===== src/rtl/cla_seq_pkg.sv =====
// Shared types and default sizing for the wide-add sequencer.
// Optional overflow flag is enabled with CLA_SEQ_OVF_EN.
package cla_seq_pkg;

  typedef enum logic [1:0] {
    IDLE = 2'd0,
    RUN  = 2'd1,
    DONE = 2'd2
  } cla_seq_state_t;

  localparam int CLA_SEQ_NBITS = 16;
  localparam int CLA_SEQ_WORDS = 4;

endpackage


===== src/rtl/cla_wide_add_sequencer_cla.sv =====
// Combinational Nbits-wide carry-lookahead adder slice.
// Generate/propagate terms feed an unrolled carry recurrence.
module CarryLookAheadAdderAlwaysComb #(
  parameter int Nbits = 16
) (
  input  logic [Nbits-1:0] A,
  input  logic [Nbits-1:0] B,
  input  logic             Cin,
  output logic [Nbits-1:0] S,
  output logic             Cout
);

  logic [Nbits-1:0] g;
  logic [Nbits-1:0] p;
  logic [Nbits:0]   c;

  always_comb begin
    g = A & B;
    p = A ^ B;
    c = '0;
    c[0] = Cin;
    for (int i = 0; i < Nbits; i++) begin
      c[i+1] = g[i] | (p[i] & c[i]);
    end
    S    = p ^ c[Nbits-1:0];
    Cout = c[Nbits];
  end

endmodule


===== src/rtl/cla_wide_add_sequencer.sv =====
// Sequences a WORDS*Nbits-bit add over one CLA slice, LSB slice first.
// Define CLA_SEQ_OVF_EN to add the registered signed-overflow output ovf.
module cla_wide_add_sequencer
  import cla_seq_pkg::*;
#(
  parameter int Nbits = CLA_SEQ_NBITS,
  parameter int WORDS = CLA_SEQ_WORDS
) (
  input  logic                   clk,
  input  logic                   reset,
  input  logic                   in_valid,
  output logic                   in_ready,
  input  logic [WORDS*Nbits-1:0] a_in,
  input  logic [WORDS*Nbits-1:0] b_in,
  input  logic                   Cin,
  output logic                   out_valid,
  input  logic                   out_ready,
  output logic [WORDS*Nbits-1:0] sum,
`ifdef CLA_SEQ_OVF_EN
  output logic                   Cout,
  output logic                   ovf
`else
  output logic                   Cout
`endif
);

  localparam int W  = WORDS * Nbits;
  localparam int IW = (WORDS > 1) ? $clog2(WORDS) : 1;
  localparam logic [IW-1:0] LAST = IW'(WORDS - 1);

  cla_seq_state_t state_q;
  logic [W-1:0]   a_q;
  logic [W-1:0]   b_q;
  logic [W-1:0]   sum_q;
  logic           carry_q;
  logic           cout_q;
  logic [IW-1:0]  idx_q;

  logic [Nbits-1:0] a_sl;
  logic [Nbits-1:0] b_sl;
  logic [Nbits-1:0] s_sl;
  logic             c_sl;
  logic             last;

  always_comb begin
    a_sl = a_q[32'(idx_q)*Nbits +: Nbits];
    b_sl = b_q[32'(idx_q)*Nbits +: Nbits];
    last = (idx_q == LAST);
  end

  CarryLookAheadAdderAlwaysComb #(
    .Nbits(Nbits)
  ) u_cla (
    .A   (a_sl),
    .B   (b_sl),
    .Cin (carry_q),
    .S   (s_sl),
    .Cout(c_sl)
  );

`ifdef CLA_SEQ_OVF_EN
  logic ovf_q;
  logic msb_cin;

  // Carry into the top bit falls out of a^b^sum at that bit.
  assign msb_cin = a_sl[Nbits-1] ^ b_sl[Nbits-1] ^ s_sl[Nbits-1];

  always_ff @(posedge clk or posedge reset) begin
    if (reset) begin
      ovf_q <= 1'b0;
    end else if (state_q == RUN && last) begin
      ovf_q <= msb_cin ^ c_sl;
    end
  end

  assign ovf = ovf_q;
`endif

  always_ff @(posedge clk or posedge reset) begin
    if (reset) begin
      state_q <= IDLE;
      a_q     <= '0;
      b_q     <= '0;
      sum_q   <= '0;
      carry_q <= 1'b0;
      cout_q  <= 1'b0;
      idx_q   <= '0;
    end else begin
      unique case (state_q)
        IDLE: begin
          if (in_valid) begin
            a_q     <= a_in;
            b_q     <= b_in;
            carry_q <= Cin;
            idx_q   <= '0;
            state_q <= RUN;
          end
        end
        RUN: begin
          sum_q[32'(idx_q)*Nbits +: Nbits] <= s_sl;
          carry_q <= c_sl;
          if (last) begin
            cout_q  <= c_sl;
            state_q <= DONE;
          end else begin
            idx_q <= idx_q + 1'b1;
          end
        end
        DONE: begin
          if (out_ready) begin
            state_q <= IDLE;
          end
        end
        default: state_q <= IDLE;
      endcase
    end
  end

  assign in_ready  = !reset && (state_q == IDLE);
  assign out_valid = (state_q == DONE);
  assign sum       = sum_q;
  assign Cout      = cout_q;

endmodule


===== config.mk =====
export PLATFORM = sky130hd
export DESIGN_NAME = cla_wide_add_sequencer
export DESIGN_NICKNAME = d
export VERILOG_FILES = /design/src/rtl/cla_seq_pkg.sv /design/src/rtl/cla_wide_add_sequencer_cla.sv /design/src/rtl/cla_wide_add_sequencer.sv
export SDC_FILE = /design/constraint.sdc
export NUM_CORES = 1
export LEC_CHECK = 0
export ABC_AREA = 1
export CAP_MARGIN = 5
export CORE_MARGIN = 4
export CORE_UTILIZATION = 35
export DETAILED_ROUTE_END_ITERATION = 7
export PLACE_DENSITY_LB_ADDON = 0.05
export SLEW_MARGIN = 20
export SYNTH_ARGS = -nofsm -noshare
export SYNTH_HDL_FRONTEND = slang
export SYNTH_SLANG_ARGS = --single-unit

===== constraint.sdc =====
create_clock -name clk -period 8.72 [get_ports clk]
set_input_delay 1.744 -clock clk [delete_from_list [all_inputs] [get_ports clk]]
set_output_delay 1.744 -clock clk [all_outputs]
set_load 0.03 [all_outputs]

==> flow_summary.rst <==
.. list-table::
   :header-rows: 1

   * - Metric
     - Value
   * - Global-route usage over all layers
     - 19.5%
   * - Crit Path Max Fanout
     - 25
   * - Average size of a mapped cell
     - 7.97 um2
   * - Synthesized net count
     - 1,360
   * - Post-route clock skew
     - 0.0136 ns
   * - Width of the die
     - 174 um
   * - Total Wirelength
     - 29.3 mm
   * - Endpoint required time on the critical path
     - 9.05 ns
   * - Power density of the placed cells
     - 409 mW/mm2
   * - Post-CTS Setup Bufs
     - 0
   * - Static Leakage
     - 6.21 nW
   * - Worst IR drop on VDD
     - 0.166 mV
   * - Detailed Place HPWL
     - 21.5 mm
   * - Buffer depth of the longest clock path
     - 2
   * - Final hold violation count
     - 0
   * - Worst hold slack
     - 0.472 ns
   * - Number of instances in the synthesized netlist
     - 1,205
   * - Boundary Pins
     - 200
   * - Status
     - completed
   * - Area fraction of the dominant cell type after synthesis
     - 51.6%
   * - Peak clock frequency supported by timing
     - 129 MHz
   * - Drt drc
     - 0
   * - Wl on met1
     - 13.2 mm
   * - Ratio of cells with drive above 1 in the final layout
     - 4.54%
   * - Total of flip-flops plus latches after synthesis
     - 198
   * - Post-route clock period utilization
     - 88.7%
   * - Worst flop-to-flop path endpoint
     - sum[15]$_DFFE_PP0P_
   * - Hold Path Class
     - flop to flop
   * - Initial antenna violation count
     - 0
   * - Count of cells along the worst hold path
     - 2
   * - # H-tree levels
     - 4
   * - RSZ-0062 raised after global routing
     - no
   * - Top cells by area, synth
     - sky130_fd_sc_hd__dfrtp_1, sky130_fd_sc_hd__nand2_1, sky130_fd_sc_hd__nand3_1, sky130_fd_sc_hd__fa_1, sky130_fd_sc_hd__buf_2
   * - Post-synth EDFFs
     - 0
   * - Top flip-flop cell by instance count after synthesis
     - sky130_fd_sc_hd__dfrtp_1
   * - Initial DRT Pass Iterations
     - 5
   * - List of most frequent post-synthesis cells
     - sky130_fd_sc_hd__nand2_1, sky130_fd_sc_hd__nand3_1, sky130_fd_sc_hd__dfrtp_1, sky130_fd_sc_hd__inv_1, sky130_fd_sc_hd__buf_2
   * - Max Cap Viol
     - 0
   * - Ys Warns
     - 0
   * - CP Data Arrival Time
     - 8.06 ns
   * - Placement row count
     - 60
   * - WL met3
     - 1.10 mm
   * - Count leader, synth
     - sky130_fd_sc_hd__nand2_1
   * - Switching part of the total power
     - 48.4%
   * - Placer's final routability congestion estimate
     - 0.823
   * - Number of global-route vias before repair
     - 8,423
   * - Min-Delay Startpoint
     - b_q[58]$_DFFE_PP0P_
   * - Fraction of power consumed by combinational cells
     - 53.5%
   * - Sequential cell area fraction in the yosys report
     - 51.6%
   * - Antenna Diode Count
     - 0
   * - Count of buffers from port buffering
     - 199
   * - Net switching component of the power
     - 0.00243 W
   * - Part of the total power dissipated in the clock network
     - 15.4%
   * - Top layer used by detailed routing
     - met4
   * - Sinks on Clock Net
     - 198
   * - Class of the most critical setup path
     - flop to flop
   * - Share of flip-flops with an asynchronous set or reset after synthesis
     - 100%
   * - Maximum number of pins on one net before global-route repair
     - 121
   * - Global-route wire length before repair
     - 46.7 mm
   * - Total gr overflow
     - 0
   * - Startpoint type of the worst setup path
     - flop
   * - Clock slew at reported path FFs
     - 0.07 ns
   * - Min Clock Period, post-route
     - 7.73 ns
   * - Final setup violation count
     - 0
   * - Transition time at the pin with the least slew margin
     - 0.862 ns
   * - Setup total negative slack
     - 0 ns
   * - Die outline area
     - 0.0302 mm2
   * - Growth of design area from synthesis to finish
     - 27.7%
   * - Post-synthesis cell area
     - 0.00961 mm2
   * - Number of distinct library cells after synthesis
     - 27
   * - Antenna-violating nets left
     - 0
   * - Effective utilization at floorplan
     - 35.6%
   * - Startpoint of the worst register-to-register path
     - idx_q[0]$_DFFE_PP0P_
   * - Routed vias/inst
     - 4.82
   * - Flop pwr share
     - 31.1%
   * - Final-report max-slew violation count
     - 0
   * - Worst-case register-to-register setup slack
     - 0.99 ns
   * - Average wire per standard cell
     - 17.2 um
   * - CP endpoint kind
     - flop
   * - Final #Nets
     - 1,509
   * - CTS buffer count
     - 17
   * - Buffer type at the clock tree root
     - sky130_fd_sc_hd__clkbuf_16
   * - Cell taking the most area after synthesis
     - sky130_fd_sc_hd__dfrtp_1
   * - Post-cts repair resize count
     - 0
   * - TritonCTS clock tree
     - built
   * - Area inside the core boundary
     - 0.0270 mm2
   * - Via Count
     - 8,230
   * - Tightest slew margin relative to the limit
     - 42.6%
   * - Length of routed met2 wiring
     - 14.5 mm
   * - Internal power
     - 0.00259 W
   * - Post-CTS Hold Fix Bufs
     - 0
   * - Violation count after the first detailed-routing iteration
     - 593
   * - Endpoint of the worst hold-timing path
     - b_q[58]$_DFFE_PP0P_
   * - Clock network latency to the later pin of the worst-skew pair
     - 0.44 ns
   * - Die H
     - 174 um
   * - Worst R2R Path Depth
     - 25
power groups by stage:
stage / logic [W] / registers (W) / clock network, W
after detailed placement: 0.00271 / 0.00158 / 0
after floorplan: 0.00172 / 0.00163 / 0
after global routing: 0.00302 / 0.00160 / 0.000823
after global placement: 0.00268 / 0.00158 / 0
after CTS: 0.00271 / 0.00157 / 0.000790
final: 0.00269 / 0.00156 / 0.000773
worst max-delay path: stages, from the launching register on:
cell and delay (ns):
sky130_fd_sc_hd__dfrtp_2 0.43, sky130_fd_sc_hd__inv_2 0.34, sky130_fd_sc_hd__buf_4 0.31, sky130_fd_sc_hd__nand2_1 0.07
sky130_fd_sc_hd__nand3_1 0.07, sky130_fd_sc_hd__nand2_1 0.07, sky130_fd_sc_hd__fa_1 0.40, sky130_fd_sc_hd__fa_1 0.41
sky130_fd_sc_hd__fa_1 0.41, sky130_fd_sc_hd__fa_1 0.40, sky130_fd_sc_hd__fa_1 0.40, sky130_fd_sc_hd__fa_1 0.39
sky130_fd_sc_hd__fa_1 0.40, sky130_fd_sc_hd__fa_1 0.39, sky130_fd_sc_hd__fa_1 0.39, sky130_fd_sc_hd__fa_1 0.38
sky130_fd_sc_hd__fa_1 0.39, sky130_fd_sc_hd__fa_1 0.40, sky130_fd_sc_hd__fa_1 0.40, sky130_fd_sc_hd__fa_1 0.37
sky130_fd_sc_hd__inv_1 0.08, sky130_fd_sc_hd__fa_1 0.45, sky130_fd_sc_hd__inv_1 0.08, sky130_fd_sc_hd__nor2_1 0.04
sky130_fd_sc_hd__nand3_1 0.11, sky130_fd_sc_hd__nand2_1 0.05
logic make-up after synthesis:
kind of cell	share of synthesized area, %
DFF	51.6
and+or+nand+nor	36.8
adders and majority gates	4.12
buffers and inverters	6.12
AOI/OAI and AO/OA	1.43
cells in the final DEF, fill, tap and decap left out, types with 9 or more instances in the layout:
cell | Yosys | final
sky130_fd_sc_hd__clkbuf_16 | 0 | 17
sky130_fd_sc_hd__nand2_1 | 571 | 571
sky130_fd_sc_hd__nor2_1 | 31 | 31
sky130_fd_sc_hd__o21ai_0 | 9 | 9
sky130_fd_sc_hd__clkdlybuf4s50_1 | 0 | 198
sky130_fd_sc_hd__dfrtp_1 | 198 | 197
sky130_fd_sc_hd__o21ai_1 | 11 | 11
sky130_fd_sc_hd__fa_1 | 16 | 16
sky130_fd_sc_hd__buf_4 | 14 | 10
sky130_fd_sc_hd__nand3_1 | 223 | 223
sky130_fd_sc_hd__inv_1 | 37 | 35
state kept, by name, indices dropped and copies added (netlist names):
register and flops:
Cout 1, a_q 64, b_q 64, carry_q 1
idx_q 2, state_q 2, sum 64
worst max-delay path by stage:
stage,start,endpoint,slack (ns),depth (start not counted)
final,idx_q[0]$_DFFE_PP0P_,sum[15]$_DFFE_PP0P_,0.99,25
after global routing,idx_q[0]$_DFFE_PP0P_,sum[63]$_DFFE_PP0P_,0.60,25
after CTS,idx_q[0]$_DFFE_PP0P_,sum[15]$_DFFE_PP0P_,1.01,27
after detailed placement,idx_q[0]$_DFFE_PP0P_,sum[63]$_DFFE_PP0P_,1.02,27
after global placement,idx_q[0]$_DFFE_PP0P_,sum[63]$_DFFE_PP0P_,1.08,27
after floorplan,idx_q[1]$_DFFE_PP0P_,sum[63]$_DFFE_PP0P_,1.35,27
per-layer routing:
metal | GRT usage (%) | vias up
met5 | 0 | -
met4 | 4.95 | 0
met3 | 2.92 | 26
met2 | 33.8 | 188
met1 | 25.8 | 3912
li1 | - | 4104
area by class of cell:
cell class | count | area [um2]
clock buffers | 18 | 429
well taps | 341 | 427
clock inverters | 14 | 140
repair buffers | 210 | 2090
inverters | 40 | 160
multi-input cells | 887 | 4070
fillers | 2770 | 14700
flip-flops and latches | 198 | 4960
through the flow:
stage | worst slack (ns) | utilization (%) | total power, W | instance area (um2) | cells
after floorplan | 1.35 | - | 0.00335 | 9610 | 1205
after global placement | 1.08 | 43.4 | 0.00426 | 11700 | 1676
after detailed placement | 1.02 | 43.4 | 0.00429 | 11700 | 1676
after CTS | 1.01 | 45.5 | 0.00507 | 12300 | 1708
after global routing | 0.600 | 45.5 | 0.00545 | 12300 | 1708
final | 0.987 | 45.5 | 0.00502 | 12300 | 1708
No activity file was read; power rests on OpenSTA's default activity.
==> RTL change 1: new RTL, same settings <==
Change the package constant `CLA_SEQ_NBITS` from 16 to 12.
--- a/src/rtl/cla_seq_pkg.sv
+++ b/src/rtl/cla_seq_pkg.sv
@@ -8,7 +8,7 @@
     DONE = 2'd2
   } cla_seq_state_t;
 
-  localparam int CLA_SEQ_NBITS = 16;
+  localparam int CLA_SEQ_NBITS = 12;
   localparam int CLA_SEQ_WORDS = 4;
 
 endpackage
Ports: changed (resized a_in, b_in and sum); port bits go from 200 to 152. The function was not compared with the original's and may differ.
==> RTL change 1 against the original RTL <==
- sequential cell count down 48
- combinational power fell by 13%
- largest cell class unchanged
- synthesized area shrank 22%
- final area fell by 20%
- power down 13%
- worst setup slack better by 620 ps
- routed wire length decreased by 24%
==> RTL change 1: results (changes against the original RTL) <==
status:
  status: "finished, final reports clean"  # unchanged
synthesis:
  synth_xor_area_share_pct: 0.2184  # was 0%
  ys_types: 31  # was 27
  synthAdderAreaFrac_pct: 4.234  # was 4.116%
  synth_seq_area_share_pct: 50.40  # was 51.58%
  synthTopCellsByCount: "nand2_1, dfrtp_1, o21ai_0, nor2_1, inv_1"  # was nand2_1, nand3_1, dfrtp_1, inv_1, buf_2
  synth_top_cells_by_area: "dfrtp_1, nand2_1, o21ai_0"  # was dfrtp_1, nand2_1, nand3_1
  syn-num-nets: 1065  # was 1360
  async_flop_share_pct: 100.0  # unchanged
  synth-compound-area-share_pct: 9.056  # was 1.433%
worst_hold_path:
  hold_path_end: "b_q[24]$_DFFE_PP0P_"  # was b_q[58]$_DFFE_PP0P_
  hp-start: "b_q[24]$_DFFE_PP0P_"  # was b_q[58]$_DFFE_PP0P_
grt:
  first_global_vias: 6751  # was 8423
  met1_usage_pct: 25.13  # was 25.78%
  use_met3_pct: 2.983  # was 2.923%
  grt_pass1_wl_um: 35760  # was 46690 um
  grt_max_degree: 95  # was 121
  grt.met2_usage_pct: 31.86  # was 33.83%
  grt_use_total_pct: 19.03  # was 19.52%
placed_design:
  hpwl_um: 16010  # was 21470 um
  portBuffers: 151  # was 199
  placed_area_um2: 9111  # was 11700 um2
  pre_cts_ws_ps: 1645  # was 1024 ps
  globalplace.congestion: 0.8539  # was 0.8228
critical_path:
  critPathMaxStageDelay_ps: 690  # was 450 ps
  reg2reg_depth: 20  # was 25
  r2r_start: "idx_q[1]$_DFFE_PP0P_"  # was idx_q[0]$_DFFE_PP0P_
  critPathMaxFanout: 20  # was 25
  cp.arrival_ps: 7430  # was 8060 ps
  slowest_stage: "dfrtp_1"  # was fa_1
power:
  peakVddDrop_uv: 189.7  # was 165.6 uV
timing:
  whs_ps: 475.4  # was 472.4 ps
  finClkSkew_ps: 7.349  # was 13.59 ps
  worst_pin_slew_ps: 1121  # was 861.6 ps
final_layout:
  final_nets: 1189  # was 1509
  drive_gt1_share_pct: 6.094  # was 4.535%
detailed_routing:
  vias: 6567  # was 8230
  drt-initial-drc-count: 468  # was 593
  routedWlPerCell_um: 16.48  # was 17.18 um
[RTL change 1: changes by cell type after synthesis, moves of 9 or more]
cell | unedited run | this run
nand3_1 | 223 | 26
nand2_1 | 571 | 452
o21ai_0 | 9 | 63
dfrtp_1 | 198 | 150
a21oi_1 | 0 | 28
nand4_1 | 1 | 15
nor2_1 | 31 | 43
buf_2 | 35 | 24
a32o_1 | 0 | 10
buf_4 | 14 | 5
o22ai_1 | 0 | 9
[RTL change 1: kinds of logic (layout without fill, tap and decap cells)]
kind of cell	count (synthesis)	count (layout)
adders and majority gates	18	18
AOI/OAI and AO/OA	122	122
buffers and inverters	90	227
DFF	150	150
and+or+nand+nor	565	565
xor gates and xnor gates	1	1
[RTL change 1: layer usage]
metal  share of wire [%]  vias to the layer above
met2                  49                      170
met1                  44                     3092
met5                   0                        -
met4                 2.4                        0
met3                 4.1                       36
li1                    -                     3269
[RTL change 1: area by class of cell]
cell class	instances	area [um2]
flip-flops and latches	150	3755
inverters	38	148.9
multi-input cells	706	3318
clock inverters	13	193.9
well taps	275	344.1
repair buffers	157	1556
fillers	2175	11200
clock buffers	19	442.9
[RTL change 1: worst reg2reg max path: cells and delay by family, from the launching register on]
family | cells | cell delay, ps
buffers and inverters | 2 | 760
and+or+nand+nor | 6 | 550
AOI/OAI and AO/OA | 1 | 490
DFF | 1 | 690
adders and majority gates | 11 | 4500
[RTL change 1: worst max path at each step]
stage          slack [ps]  depth (start not counted)                   to
2_1_floorplan        2420                         25  sum[47]$_DFFE_PP0P_
3_3_place_gp         1870                         20  sum[15]$_DFFE_PP0P_
3_5_place_dp         1650                         20  sum[15]$_DFFE_PP0P_
4_1_cts              1630                         20  sum[15]$_DFFE_PP0P_
5_1_grt              1240                         20  sum[15]$_DFFE_PP0P_
6_report             1600                         20  sum[15]$_DFFE_PP0P_
[RTL change 1: power breakdown]
group	total [uW]	switching [uW]	internal, uW
registers	1230	230	996
logic	2330	1520	810
clock network	800	309	491
[RTL change 1: through the flow]
stage | total power [uW] | util (%) | cells
finish | 4352 | 46.57 | 1358
global route | 4692 | 46.57 | 1358
CTS | 4363 | 46.52 | 1358
detailed placement | 3540 | 43.48 | 1326
global placement | 3530 | 43.48 | 1326
floorplan | 2747 | - | 946
==> RTL change 2: new RTL, config.mk and constraints unchanged <==
Without the edit above. Re-encode `cla_seq_state_t` (3 states) as one-hot, 3 bits wide.
--- a/src/rtl/cla_seq_pkg.sv
+++ b/src/rtl/cla_seq_pkg.sv
@@ -2,10 +2,10 @@
 // Optional overflow flag is enabled with CLA_SEQ_OVF_EN.
 package cla_seq_pkg;
 
-  typedef enum logic [1:0] {
-    IDLE = 2'd0,
-    RUN  = 2'd1,
-    DONE = 2'd2
+  typedef enum logic [2:0] {
+    IDLE = 3'b001,
+    RUN  = 3'b010,
+    DONE = 3'b100
   } cla_seq_state_t;
 
   localparam int CLA_SEQ_NBITS = 16;
Behaviour: no difference found for any inputs over 4 cycles, from zero or initial values and one cycle with reset high; so few cycles prove little.
==> RTL change 2 against the original RTL <==
- synthesized cell count shrank 3.1%
- final area grew 0.46%
- worst setup slack worse by 100 ps
- synthesized area is 0.46% higher
- routed wire length shrank 5.6%
- non-clock buffer count unchanged
- sequential cell count up 1
- power shrank 5.3%
==> RTL change 2: results (changes against the original RTL) <==
final_layout:
  seq_cell_count: 199  # was 198
  multi_input_area_um2: 3621  # was 4069 um2
  drive_gt1_share_pct: 5.655  # was 4.535%
  register_area_um2: 4982  # was 4956 um2
  layout.comb_gates.multi_input: 742  # was 887
  fill_cells: 2738  # was 2770
  clk_share_pct: 4.873  # was 4.640%
  final_nets: 1486  # was 1509
detailed_routing:
  routed_wl_um: 27700  # was 29350 um
  wl_met1_um: 13000  # was 13210 um
  wl_met3_um: 1210  # was 1104 um
  via_per_inst: 4.674  # was 4.819
  drt-initial-drc-count: 741  # was 593
  wl_met2_um: 13060  # was 14540 um
placed_design:
  globalplace.congestion: 0.8548  # was 0.8228
  hpwl_um: 20580  # was 21470 um
power:
  switchingPower_uw: 2216  # was 2429 uW
  peakVddDrop_uv: 246.7  # was 165.6 uV
  p_comb_uw: 2410  # was 2690 uW
  p_leak_uw: 0.006111  # was 0.006207 uW
worst_hold_path:
  hp-start: "sum[59]$_DFFE_PP0P_"  # was b_q[58]$_DFFE_PP0P_
  hold_path_end: "sum[59]$_DFFE_PP0P_"  # was b_q[58]$_DFFE_PP0P_
synthesis:
  synth-compound-area-share_pct: 8.142  # was 1.433%
  synth_seq_area_share_pct: 51.61  # was 51.58%
  synthAdderAreaFrac_pct: 4.097  # was 4.116%
  syn-num-nets: 1323  # was 1360
  ys_types: 24  # was 27
  netlist_instances: 1168  # was 1205
  synthTopCellsByCount: "nand2_1, dfrtp_1, inv_1, nand3_1, o21ai_0"  # was nand2_1, nand3_1, dfrtp_1, inv_1, buf_2
timing:
  setup_ws_ps: 886.4  # was 987.2 ps
  finClkSkew_ps: 16.18  # was 13.59 ps
  slew_headroom_pct: 45.65  # was 42.56%
grt:
  grt_max_degree: 148  # was 121
  grt_pass1_wl_um: 43900  # was 46690 um
  first_global_vias: 7703  # was 8423
  grt_use_total_pct: 18.37  # was 19.52%
critical_path:
  cp.arrival_ps: 8140  # was 8060 ps
  critPathMaxStageDelay_ps: 510  # was 450 ps
  critPathMaxFanout: 27  # was 25
status:
  status: "finished, final reports clean"  # unchanged
==> RTL change 2: cell count changes in the layout (fill, tap and decap cells not counted), sizes merged, moves of 2 or more <==
cell    unedited run  this run
o211ai             4         0
inv               47       166
o21ai             20       152
o22ai              0         4
nand2            576       401
nor2              37        19
bufinv             0         2
nand3            224       128
nor3               1        15
nand4              2         0
==> RTL change 2: through the flow <==
stage	cell area, um2	total power, uW	hold WS, ps
floorplan	9651	3089	447.8
global placement	11710	3938	465.2
detailed placement	11710	3959	469.1
CTS	12310	4783	489.3
global route	12330	5117	512.1
finish	12330	4754	481.9
==> RTL change 2: layer usage <==
metal | vias to the layer above | GRT usage [%]
met5 | - | 0
met4 | 0 | 4.388
met3 | 18 | 3.023
met2 | 196 | 29.87
met1 | 3701 | 25.89
li1 | 3960 | -
